<file path="src/rtl/pc_sequencer_if.sv">
// Control-unit to program-counter-sequencer bus: op request in, fetch address and status out.
interface pc_sequencer_if #(
    parameter int unsigned WIDTH       = 16,
    parameter int unsigned STACK_DEPTH = 8
);
    logic                             en;
    logic [2:0]                       op;
    logic [WIDTH-1:0]                 target;
    logic                             cond;
    logic [WIDTH-1:0]                 pc;
    logic [$clog2(STACK_DEPTH+1)-1:0] depth;
    logic                             fault;

    modport master (
        output en, op, target, cond,
        input  pc, depth, fault
    );

    modport slave (
        input  en, op, target, cond,
        output pc, depth, fault
    );
endinterface

</file>
<file path="src/rtl/pc_sequencer.sv">
// Program-counter sequencer: NEXT/HOLD/JUMP/BRANCH/CALL/RET with sticky fault state.
// Return-address stack is compiled in only when PC_RETURN_STACK_EN is defined.
module pc_sequencer #(
    parameter int unsigned      WIDTH        = 16,
    parameter logic [WIDTH-1:0] RESET_VECTOR = '0,
    parameter int unsigned      STACK_DEPTH  = 8
) (
    input  logic          clk,
    input  logic          rst,
    pc_sequencer_if.slave bus
);
    localparam int unsigned DW = $clog2(STACK_DEPTH + 1);

    typedef enum logic {
        S_RUN,
        S_FAULT
    } state_t;

    state_t           state_q, state_d;
    logic [WIDTH-1:0] pc_q, pc_d, pc_inc;
    logic [DW-1:0]    depth_q;

`ifdef PC_RETURN_STACK_EN
    localparam int unsigned AW = (STACK_DEPTH > 1) ? $clog2(STACK_DEPTH) : 1;

    logic [DW-1:0]    depth_d;
    logic             push;
    logic [AW-1:0]    push_idx, pop_idx;
    logic [WIDTH-1:0] stack [STACK_DEPTH];

    assign push_idx = AW'(depth_q);
    assign pop_idx  = AW'(depth_q - DW'(1));
`else
    assign depth_q = '0;
`endif

    assign pc_inc = pc_q + WIDTH'(1);

    always_comb begin
        state_d = state_q;
        pc_d    = pc_q;
`ifdef PC_RETURN_STACK_EN
        depth_d = depth_q;
        push    = 1'b0;
`endif
        // Faulting cycles only move the state; pc and stack stay put.
        if (state_q == S_RUN && bus.en) begin
            case (bus.op)
                3'b000: pc_d = pc_inc;
                3'b001: pc_d = pc_q;
                3'b010: pc_d = bus.target;
                3'b011: pc_d = bus.cond ? bus.target : pc_inc;
`ifdef PC_RETURN_STACK_EN
                3'b100: begin
                    if (depth_q == DW'(STACK_DEPTH)) begin
                        state_d = S_FAULT;
                    end else begin
                        push    = 1'b1;
                        depth_d = depth_q + DW'(1);
                        pc_d    = bus.target;
                    end
                end
                3'b101: begin
                    if (depth_q == '0) begin
                        state_d = S_FAULT;
                    end else begin
                        depth_d = depth_q - DW'(1);
                        pc_d    = stack[pop_idx];
                    end
                end
`else
                3'b100: pc_d = bus.target;
`endif
                default: state_d = S_FAULT;
            endcase
        end
    end

    always_ff @(posedge clk or posedge rst) begin
        if (rst) begin
            state_q <= S_RUN;
            pc_q    <= RESET_VECTOR;
`ifdef PC_RETURN_STACK_EN
            depth_q <= '0;
`endif
        end else begin
            state_q <= state_d;
            pc_q    <= pc_d;
`ifdef PC_RETURN_STACK_EN
            depth_q <= depth_d;
`endif
        end
    end

`ifdef PC_RETURN_STACK_EN
    // Storage needs no reset: entries above depth are never read.
    always_ff @(posedge clk) begin
        if (push) begin
            stack[push_idx] <= pc_inc;
        end
    end
`endif

    assign bus.pc    = pc_q;
    assign bus.depth = depth_q;
    assign bus.fault = (state_q == S_FAULT);
endmodule
</file>
<file path="src/flat_wrapper.sv">
// flat-port wrapper written by rule: the top's interface ports become plain ports
module pc_sequencer_flat 
#(
    parameter int unsigned      WIDTH        = 16,
    parameter logic [WIDTH-1:0] RESET_VECTOR = '0,
    parameter int unsigned      STACK_DEPTH  = 8
)
  (clk, rst, bus_en, bus_op, bus_target, bus_cond, bus_pc, bus_depth, bus_fault);
  pc_sequencer_if #(.WIDTH(WIDTH), .STACK_DEPTH(STACK_DEPTH)) bus_i ();
  input  logic clk;
  input  logic rst;
  input wire logic [$bits(bus_i.en)-1:0] bus_en;
  input wire logic [$bits(bus_i.op)-1:0] bus_op;
  input wire logic [$bits(bus_i.target)-1:0] bus_target;
  input wire logic [$bits(bus_i.cond)-1:0] bus_cond;
  output wire logic [$bits(bus_i.pc)-1:0] bus_pc;
  output wire logic [$bits(bus_i.depth)-1:0] bus_depth;
  output wire logic [$bits(bus_i.fault)-1:0] bus_fault;
  assign bus_i.en = bus_en;
  assign bus_i.op = bus_op;
  assign bus_i.target = bus_target;
  assign bus_i.cond = bus_cond;
  assign bus_pc = bus_i.pc;
  assign bus_depth = bus_i.depth;
  assign bus_fault = bus_i.fault;
  pc_sequencer #(.WIDTH(WIDTH), .RESET_VECTOR(RESET_VECTOR), .STACK_DEPTH(STACK_DEPTH)) u_core (.clk(clk), .rst(rst), .bus(bus_i));
endmodule
</file>
<file path="config.mk">
export PLATFORM = sky130hd
export DESIGN_NAME = pc_sequencer_flat
export DESIGN_NICKNAME = d
export VERILOG_FILES = /design/src/rtl/pc_sequencer_if.sv /design/src/rtl/pc_sequencer.sv /design/src/flat_wrapper.sv
export SDC_FILE = /design/constraint.sdc
export NUM_CORES = 1
export LEC_CHECK = 0
export CAP_MARGIN = 5
export CORE_MARGIN = 4
export CORE_UTILIZATION = 45
export DETAILED_ROUTE_END_ITERATION = 6
export GPL_TIMING_DRIVEN = 0
export PLACE_DENSITY = 0.82
export REMOVE_ABC_BUFFERS = 1
export SETUP_SLACK_MARGIN = 0.5
export SKIP_LAST_GASP = 1
export SLEW_MARGIN = 25
export SYNTH_ARGS = -nofsm -noshare
export SYNTH_HDL_FRONTEND = slang
export SYNTH_SLANG_ARGS = --single-unit
</file>
<file path="constraint.sdc">
create_clock -name clk -period 2.3 [get_ports clk]
set_input_delay 0.46 -clock clk [delete_from_list [all_inputs] [get_ports clk]]
set_output_delay 0.46 -clock clk [all_outputs]
set_load 0.05 [all_outputs]
</file>
==> results.json <==
{
  "io_buffers": 39,
  "min_period_over_period_pct": 77.0,
  "utilization_pct": 68.4,
  "max_freq_mhz": 565,
  "core_um2": 2540,
  "avgSynthCellArea_um2": 8.75,
  "num-fill-cells": 205,
  "p_total_w": 0.00133,
  "area_growth_pct": 40.2,
  "cp_slowest_cell": "clkdlybuf4s15_1",
  "globalRouteOverflowTotal": 0,
  "synth-async-reset-ratio_pct": 100,
  "avgRoutedWirePerCell_um": 18.9,
  "vias": 1368,
  "fin_nets": 206,
  "critPathTopFamily": "buffers and inverters",
  "gp_congestion": 0.872,
  "startpoint_type": "register",
  "root_buffer": "clkbuf_4",
  "yosysTopAreaCellShare_pct": 34.2,
  "powerDensity_nw_per_um2": 761,
  "grt_usage_pct": 22.4,
  "cts.sink_count": 17,
  "cts_tree": "done",
  "cp_max_fo": 5,
  "synth.largest_area_cell": "dfrtp_1",
  "antennaDiodeCount": 0,
  "crit_chain": "clkdlybuf4s15_1",
  "critPathCaptureType": "output port",
  "hpwl_um": 2440,
  "register_area_um2": 428,
  "insertion_delay_ps": 300,
  "routed_via_density": 6.51,
  "die_h_um": 60.5,
  "min_path_type": "in2reg",
  "rows": 18,
  "grt_setup_unrepaired": "no",
  "skew_ps": 1.12,
  "worst_path_largest_cell_delay_ps": 540,
  "fin_ws_ps": 530,
  "dr_wl_met2_um": 2020,
  "cp.arrival_ps": 1310,
  "die_w_um": 60.5,
  "slew_headroom_pct": 53.6,
  "hold_viol": 0,
  "yosysMostFrequentCell": "dfrtp_1",
  "met1_length_um": 1540,
  "synth_ff_type": "dfrtp_1",
  "yosysWarnings": 0,
  "die-area_um2": 3670,
  "critPathKind": "reg2out",
  "antenna_found_initial": 0,
  "wl_met3_um": 313,
  "pin_count": 44,
  "tightest_slew_ps": 696,
  "grt_pass1_vias": 1275,
  "htreeDepth": 1,
  "ys_types": 39,
  "cts_inserted_buffers": 3,
  "p_leak_nw": 0.698,
  "synth_edf_count": 0,
  "clk_pin_slew_ps": 100,
  "wl_um": 3970,
  "ys_ff_latch": 17,
  "ant_nets": 0,
  "grt_max_degree": 28,
  "grt_pass1_wl_um": 6110,
  "routed.top_layer": "met4",
  "pre_cts_ws_ps": -606,
  "synth-seq-area-share_pct": 34.2,
  "synth_common_cells": "dfrtp_1 (17), a21oi_1 (11), a2bb2oi_1 (11)",
  "ir_drop_uv": 617,
  "drt_iter0_drc": 64,
  "drtPass1Iterations": 4,
  "clockBufferDepth": 2,
  "finalCriticalPeriod_ps": 1770,
  "start_util_pct": 48.8,
  "hold_buffers": 0,
  "crit_buf_inv": 1,
  "drc": 0,
  "cp.required_ps": 1840,
  "maxSlewViolCount": 0,
  "setup_viol": 0,
  "maxCapViolCount": 0,
  "ys_top_cells_by_area": "dfrtp_1 (34%), a2bb2oi_1 (7.8%), nand4_1 (5.0%)",
  "syn_area_um2": 1240,
  "syn_inst": 142,
  "drive_above_1_share_pct": 21.1,
  "status": "finished, final reports clean",
  "multi_input_area_um2": 795
}
==> cell type report <==
type | instances | area share, %
multi-input combinational | 105 | 45.6
timing repair buffer | 48 | 24.9
sequential | 17 | 24.6
tap | 30 | 2.16
clock buffer | 4 | 1.51
inverter | 6 | 1.29
==> kinds of logic after synthesis <==
kind of cell	count (synthesis)	synth area share, %
AO/OA/AOI/OAI	52	30.0
AND/OR/NAND/NOR	42	20.1
buffers and inverters	24	9.67
flip-flops	17	34.2
multiplexers	4	3.63
adder cells (fa/ha/maj)	2	2.01
other	1	0.302
==> state kept, by name, indices dropped and copies added, names as in the netlist <==
| signal | count |
|---|---|
| u_core.bus.pc | 16 |
| u_core.bus.fault | 1 |
==> worst reg2reg max path: stages (launching register included) <==
cell,delay (ps)
dfrtp_2,470
ha_4,170
nand4_1,160
or4_4,600
a21oi_2,140
a2bb2oi_1,150
==> stage by stage <==
| stage | cells | setup TNS [ps] | instance area, um^2 | hold WS (ps) |
|---|---|---|---|---|
| 6_report | 210 | 0 | 1740 | 485 |
| 3_3_place_gp | 196 | -8340 | 1580 | 516 |
| 2_1_floorplan | 127 | 0 | 1160 | 386 |
| 5_1_grt | 210 | 0 | 1740 | 514 |
| 4_1_cts | 208 | 0 | 1710 | 583 |
| 3_5_place_dp | 196 | -8600 | 1580 | 533 |
==> layout by cell type, fill, tap and decap left out, types with 2 or more instances in the layout <==
master	n
a221o_1	2
clkdlybuf4s15_1	3
nand3_1	7
o22ai_1	6
dfrtp_2	2
o21ai_0	4
buf_4	8
a2bb2oi_1	10
o211ai_1	7
nand2_1	6
and3_1	4
a21oi_1	9
o41ai_2	2
clkdlybuf4s50_1	19
o2111ai_1	2
a21oi_2	2
mux2i_1	3
inv_1	6
dfrtp_1	15
nand4_1	10
or4_4	2
clkbuf_4	3
conb_1	4
nor2_1	2
or3b_4	2
clkbuf_2	5
a22oi_1	2
dlygate4sd2_1	11
==> final timing paths <==
check,start,end,slack (ps),cells past startpoint
max,u_core.bus.fault,bus_fault,530,1
min,bus_op[1],u_core.bus.fault,480,3
max reg2reg,u_core.bus.pc[0],u_core.bus.pc[14],560,5
min reg2reg,u_core.bus.pc[14],u_core.bus.pc[14],610,1
max in group asynchronous,rst,u_core.bus.pc[1],1270,2
min in group asynchronous,rst,u_core.bus.pc[5],550,2
==> power by group <==
group,total [W],internal [W],switching [W]
sequential,0.000493,0.000367,0.000126
clock,0.000172,0.0000677,0.000104
combinational,0.000660,0.000225,0.000436
==> per-layer routing <==
layer	vias to the layer above	track usage (%)
li1	625	-
met1	653	27.9
met2	79	39.0
met3	11	3.83
met4	0	8.36
met5	-	0
==> repair_timing <==
item | in CTS | in global routing
endpoints found under the setup margin | 33 | 20
endpoints found under the hold margin | 0 | 0
buffers inserted | 7 | 2
pin swaps | 2 | 1
resized for setup | 35 | 20
gates cloned | 1 | 0
Power figures use the tool's default switching activity.
==> edit 1 (config.mk and constraints unchanged) <==
Build with the macro `PC_RETURN_STACK_EN` defined.
--- a/src/rtl/pc_sequencer.sv
+++ b/src/rtl/pc_sequencer.sv
@@ -1,5 +1,7 @@
 // Program-counter sequencer: NEXT/HOLD/JUMP/BRANCH/CALL/RET with sticky fault state.
 // Return-address stack is compiled in only when PC_RETURN_STACK_EN is defined.
+`define PC_RETURN_STACK_EN
+
 module pc_sequencer #(
     parameter int unsigned      WIDTH        = 16,
     parameter logic [WIDTH-1:0] RESET_VECTOR = '0,
Check against the original RTL: not equivalent (a bounded check fails within 4 cycles, from zero or initial values and one cycle with rst high).
==> edit 1 against the unedited design <==
- area after synthesis grew to 5.1 times the old value
- synthesized cell count rose to 2.7 times the old value
- cell area grew to 5.4 times the old value
- routed wire length grew to 5.6 times the old value
- sequential share of layout area up 22 points
- highest routed layer unchanged
- worst setup slack got worse by 0.61 ns
- total power increased to 7.6 times the old value
- die area rose to 4.4 times the old value
- core utilization is essentially flat
- sequential cell count rose by 132
- the run now ends with setup timing left
==> edit 1: results (changes against the unedited design) <==
| Step | Parameter | Value | Delta |
|:---|:---|:---|:---|
| timing | Final number of setup-violating endpoints | 79 | was 0 |
| setup path | Worst Reg2Reg Path Length in Cells | 9 | was 5 |
| detailed routing | Detailed-route wire length | 22300 microns | was 3970 microns |
| global route | Met1 layer usage reported by global route | 0.307 | was 0.279 |
| placement | Worst setup slack before clock tree synthesis | -0.860 ns | was -0.606 ns |
| cells and area | Fraction of layout cells with a size suffix above 1 | 0.505 | was 0.211 |
| timing | Worst-margin pin slew | 0.991 ns | was 0.696 ns |
| placement | Weighted congestion at the end of routability-driven global placement | 0.798 | was 0.872 |
| timing | Worst-case setup margin in the final layout | -0.0788 ns | was 0.530 ns |
| placement | Total half-perimeter wirelength after legalization and detailed placement | 9060 microns | was 2440 microns |
| power and ir drop | Standby leakage power | 3.42 nW | was 0.698 nW |
| global route | GRT Util Overall | 0.258 | was 0.224 |
| global route | Met2 demand-to-capacity share in global routing | 0.427 | was 0.390 |
| placement | Number of buffers added on ports | 43 | was 39 |
| clock network | Clk slew on worst S/H paths | 0.06 ns | was 0.10 ns |
| clock network | Later-pin clock latency in the skew report | 0.43 ns | was 0.30 ns |
| cells and area | Nets@finish | 569 | was 206 |
| detailed routing | Via total after detailed routing | 4785 | was 1368 |
| synth | Largest cells by area after synthesis | edfxtp_1 (61%), mux4_2 (11%), dfrtp_1 (8.3%), xnor2_1 (1.7%), nand2_1 (1.4%) | was dfrtp_1 (34%), a2bb2oi_1 (7.8%), nand4_1 (5.0%), a21oi_1 (4.4%), o211ai_1 (4.2%) |
| cells and area | Max FFs per register | 128 | was 16 |
| setup path | RR Startpoint | u_core.bus.depth[0] | was u_core.bus.pc[0] |
| status | Run status | finished with violations | was complete, no violations |
| detailed routing | DRC violation total after the first TritonRoute iteration | 748 | was 64 |
| global route | Global-route wire length before repair | 30000 microns | was 6110 microns |
| global route | Grt met3 use | 0.0674 | was 0.0383 |
| status | Violations in the final reports | setup timing |  |
-- edit 1: layer usage --
layer,vias up,wire length [microns],share of wire
met1,2376,7300,0.33
met4,0,1540,0.069
met5,-,0,0
met3,116,2440,0.11
li1,1850,-,-
met2,443,11000,0.49
-- edit 1: logic make-up (layout without fill, tap and decap cells) --
family | after synthesis | in the layout | share of synthesized area
flip-flops | 149 | 149 | 0.688
AND/OR/NAND/NOR | 78 | 78 | 0.0642
AO/OA/AOI/OAI | 68 | 69 | 0.0760
multiplexers | 33 | 33 | 0.115
buffers and inverters | 30 | 201 | 0.0199
XOR/XNOR | 21 | 21 | 0.0290
adder cells (fa/ha/maj) | 4 | 4 | 0.00788
-- edit 1: worst max-delay path by stage --
stage / from / to / slack [ns] / depth (start not counted)
finish: u_core.bus.depth[0] / u_core.bus.pc[2] / -0.08 / 9
global route: u_core.bus.depth[0] / u_core.bus.pc[2] / -0.12 / 9
CTS: u_core.bus.depth[0] / u_core.stack[0][6] / 0.08 / 11
detailed placement: u_core.bus.depth[0] / u_core.stack[0][3] / -0.86 / 10
global placement: u_core.bus.depth[0] / u_core.stack[1][9] / -3.70 / 7
floorplan: u_core.bus.depth[0] / u_core.stack[1][0] / -2.16 / 7
-- edit 1: layout make-up --
type	instances	area (sq um)
well taps	180	225
fillers	755	4360
clock buffers	22	464
repair buffers	161	1760
multi-input cells	205	2420
inverters	8	33.8
flip-flops and latches	149	4390
clock inverters	10	176
-- edit 1: stage by stage --
step           setup TNS [ns]  std cells  area (sq um)  power [mW]
6_report                -2.16        735          9470        10.0
3_5_place_dp           -82.63        597          7140        5.63
2_1_floorplan         -259.46        361          6250        4.93
5_1_grt                 -6.37        735          9470        10.3
3_3_place_gp          -431.37        584          6910        5.48
4_1_cts                     0        707          8980        9.36
-- edit 1: critical path, stage by stage, from the launching register on --
cell,delay (ns)
dfrtp_4,0.44
buf_16,0.11
clkinvlp_4,0.12
ha_4,0.37
buf_12,0.14
buf_4,0.14
mux4_2,0.30
a22o_1,0.22
a221oi_2,0.24
o21ai_1,0.13
-- edit 1: timing repair --
action / CTS / global route
setup endpoints to repair: 249 / 254
gates resized for setup: 162 / 73
cloned: 6 / 2
buffers inserted: 72 / 26
hold buffers: 0 / 0
pin swaps: 28 / 21
-- edit 1: power by group through the flow --
stage / combinational, mW / clock, mW / sequential, mW
2_1_floorplan: 1.02 / 0 / 3.92
3_3_place_gp: 1.82 / 0 / 3.66
3_5_place_dp: 2.05 / 0 / 3.59
4_1_cts: 2.83 / 3.03 / 3.49
5_1_grt: 3.54 / 3.21 / 3.54
6_report: 3.43 / 3.07 / 3.54
==> edit 2 (same settings) <==
Made on the original files. Register the output `bus.fault`, without a reset; this adds one clock of latency there.
--- a/src/rtl/pc_sequencer.sv
+++ b/src/rtl/pc_sequencer.sv
@@ -103,5 +103,7 @@
 
     assign bus.pc    = pc_q;
     assign bus.depth = depth_q;
-    assign bus.fault = (state_q == S_FAULT);
+    always_ff @(posedge clk) begin
+        bus.fault <= (state_q == S_FAULT);
+    end
 endmodule
Behaviour: not the same (Yosys sat finds a counterexample within 4 cycles, from zero or initial values and one cycle with rst high).
==> edit 2 against the unedited design <==
- clock power increased by 24%
- synthesized cell count fell by 7.0%
- final cell count did not move
- worst setup slack better by 0.0027 ns
- global-route usage is 1.4 points lower
- sequential power is 5.3% lower
- total power down 7.2%
- area after synthesis fell by 9.1%
- cell area is 6.0% lower
- core utilization increased by 2.9 points
- sequential cell count up 1
- register-to-register slack better by 0.11 ns
- fmax grew 0.15%
- routed wire length is 12% lower
- critical path type unchanged
- largest cell class unchanged
==> edit 2: results (changes against the unedited design) <==
| Step | Parameter | Value | Delta |
|:---|:---|:---|:---|
| synth | Largest cells by area after synthesis | dfrtp_1 (38%), a21oi_1 (8.4%), nor2_1 (5.3%), nand2_1 (4.7%), o21ai_0 (3.5%) | was dfrtp_1 (34%), a2bb2oi_1 (7.8%), nand4_1 (5.0%), a21oi_1 (4.4%), o211ai_1 (4.2%) |
| placement | Total half-perimeter wirelength after legalization and detailed placement | 2090 microns | was 2440 microns |
| placement | Placed Instances | 193 | was 196 |
| synth | Sequential-to-total area share from yosys stat | 0.394 | was 0.342 |
| global route | GRT Util Overall | 0.211 | was 0.224 |
| power and ir drop | Max VDD drop | 0.000480 V | was 0.000617 V |
| clock network | Clk slew on worst S/H paths | 0.12 ns | was 0.10 ns |
| detailed routing | Via total after detailed routing | 1296 | was 1368 |
| detailed routing | Via density per instance | 6.17 | was 6.51 |
| synth | Post-synthesis async set-or-reset flop share | 0.944 | was 1.00 |
| placement | Worst setup slack before clock tree synthesis | -0.242 ns | was -0.606 ns |
| global route | Vias in the first global route | 1238 | was 1275 |
| status | Run status | complete, no violations | unchanged |
| power and ir drop | Standby leakage power | 0.729 nW | was 0.698 nW |
| synth | Number of distinct standard cells referenced by the synthesized netlist | 38 | was 39 |
| placement | Placed Area | 1510 sq um | was 1580 sq um |
| cells and area | Fraction of layout cells with a size suffix above 1 | 0.165 | was 0.211 |
| global route | Global-route wire length before repair | 5600 microns | was 6110 microns |
| global route | Maximum number of pins on one net before global-route repair | 18 | was 28 |
| cells and area | Nets@finish | 208 | was 206 |
| setup path | Worst setup path start | u_core.bus.pc[1] | was u_core.bus.fault |
| synth | Synthesized netlist cell count | 132 | was 142 |
| detailed routing | DRC violation total after the first TritonRoute iteration | 52 | was 64 |
| setup path | CP max-delay cell | dlygate4sd2_1 | was clkdlybuf4s15_1 |
| setup path | RR Startpoint | u_core.bus.pc[5] | was u_core.bus.pc[0] |
| timing | Slew Limit Headroom | 0.535 | was 0.536 |
| setup path | Internal reg-to-reg setup slack | 0.67 ns | was 0.56 ns |
| cells and area | Filler cells | 193 | was 205 |
edit 2: cell count changes in the layout (fill, tap and decap cells not counted), sizes merged, moves of 5 or more:
cell / unedited run / this run
nand2: 6 / 14
nor2: 2 / 16
a21oi: 11 / 19
nand4: 10 / 5
o211ai: 7 / 0
a2bb2oi: 11 / 2
inv: 6 / 1
edit 2: logic make-up after synthesis:
kind of cell | share of synthesized area
fa+ha+maj | 0.0221
simple gates | 0.204
other cells | 0.00332
flops | 0.394
mux | 0.0177
compound gates | 0.301
buf+inv | 0.0576
edit 2: area by class of cell:
cell class,count,area (sq um),share of cell area
Multi-Input combinational cell,109,681,0.416
Timing Repair Buffer,50,437,0.267
Tap cell,28,35.0,0.0214
Sequential cell,18,445,0.272
Clock buffer,4,36.3,0.0222
Inverter,1,3.75,0.00229
edit 2: power groups by stage:
stage	Combinational [mW]	Clock, mW	Sequential (mW)
global placement	0.562	0	0.465
detailed placement	0.570	0	0.470
global route	0.580	0.225	0.480
finish	0.550	0.214	0.467
CTS	0.553	0.209	0.462
floorplan	0.145	0	0.680
edit 2: what timing repair did:
action,in CTS,in global routing
buffers inserted,8,3
pin swaps,3,2
gates cloned,2,0
setup endpoints to repair,33,20
resized for setup,24,14
edit 2: worst min-delay path by stage:
| stage | from | cells after the start | end | slack [ns] |
|---|---|---|---|---|
| after floorplan | u_core.state_q | 0 | u_core.bus.fault | 0.36 |
| after global placement | u_core.state_q | 0 | u_core.bus.fault | 0.38 |
| after detailed placement | u_core.state_q | 0 | u_core.bus.fault | 0.39 |
| after CTS | u_core.state_q | 0 | u_core.bus.fault | 0.42 |
| after global routing | u_core.state_q | 0 | u_core.bus.fault | 0.44 |
| final | u_core.state_q | 0 | u_core.bus.fault | 0.42 |
edit 2: routing by layer:
layer  vias to the layer above  routed length (microns)  global-route usage
met4                         0                       73              0.0960
met3                         9                      351              0.0423
met2                        77                     1750               0.376
li1                        587                        -                   -
met1                       623                     1310               0.239
met5                         -                        0                   0
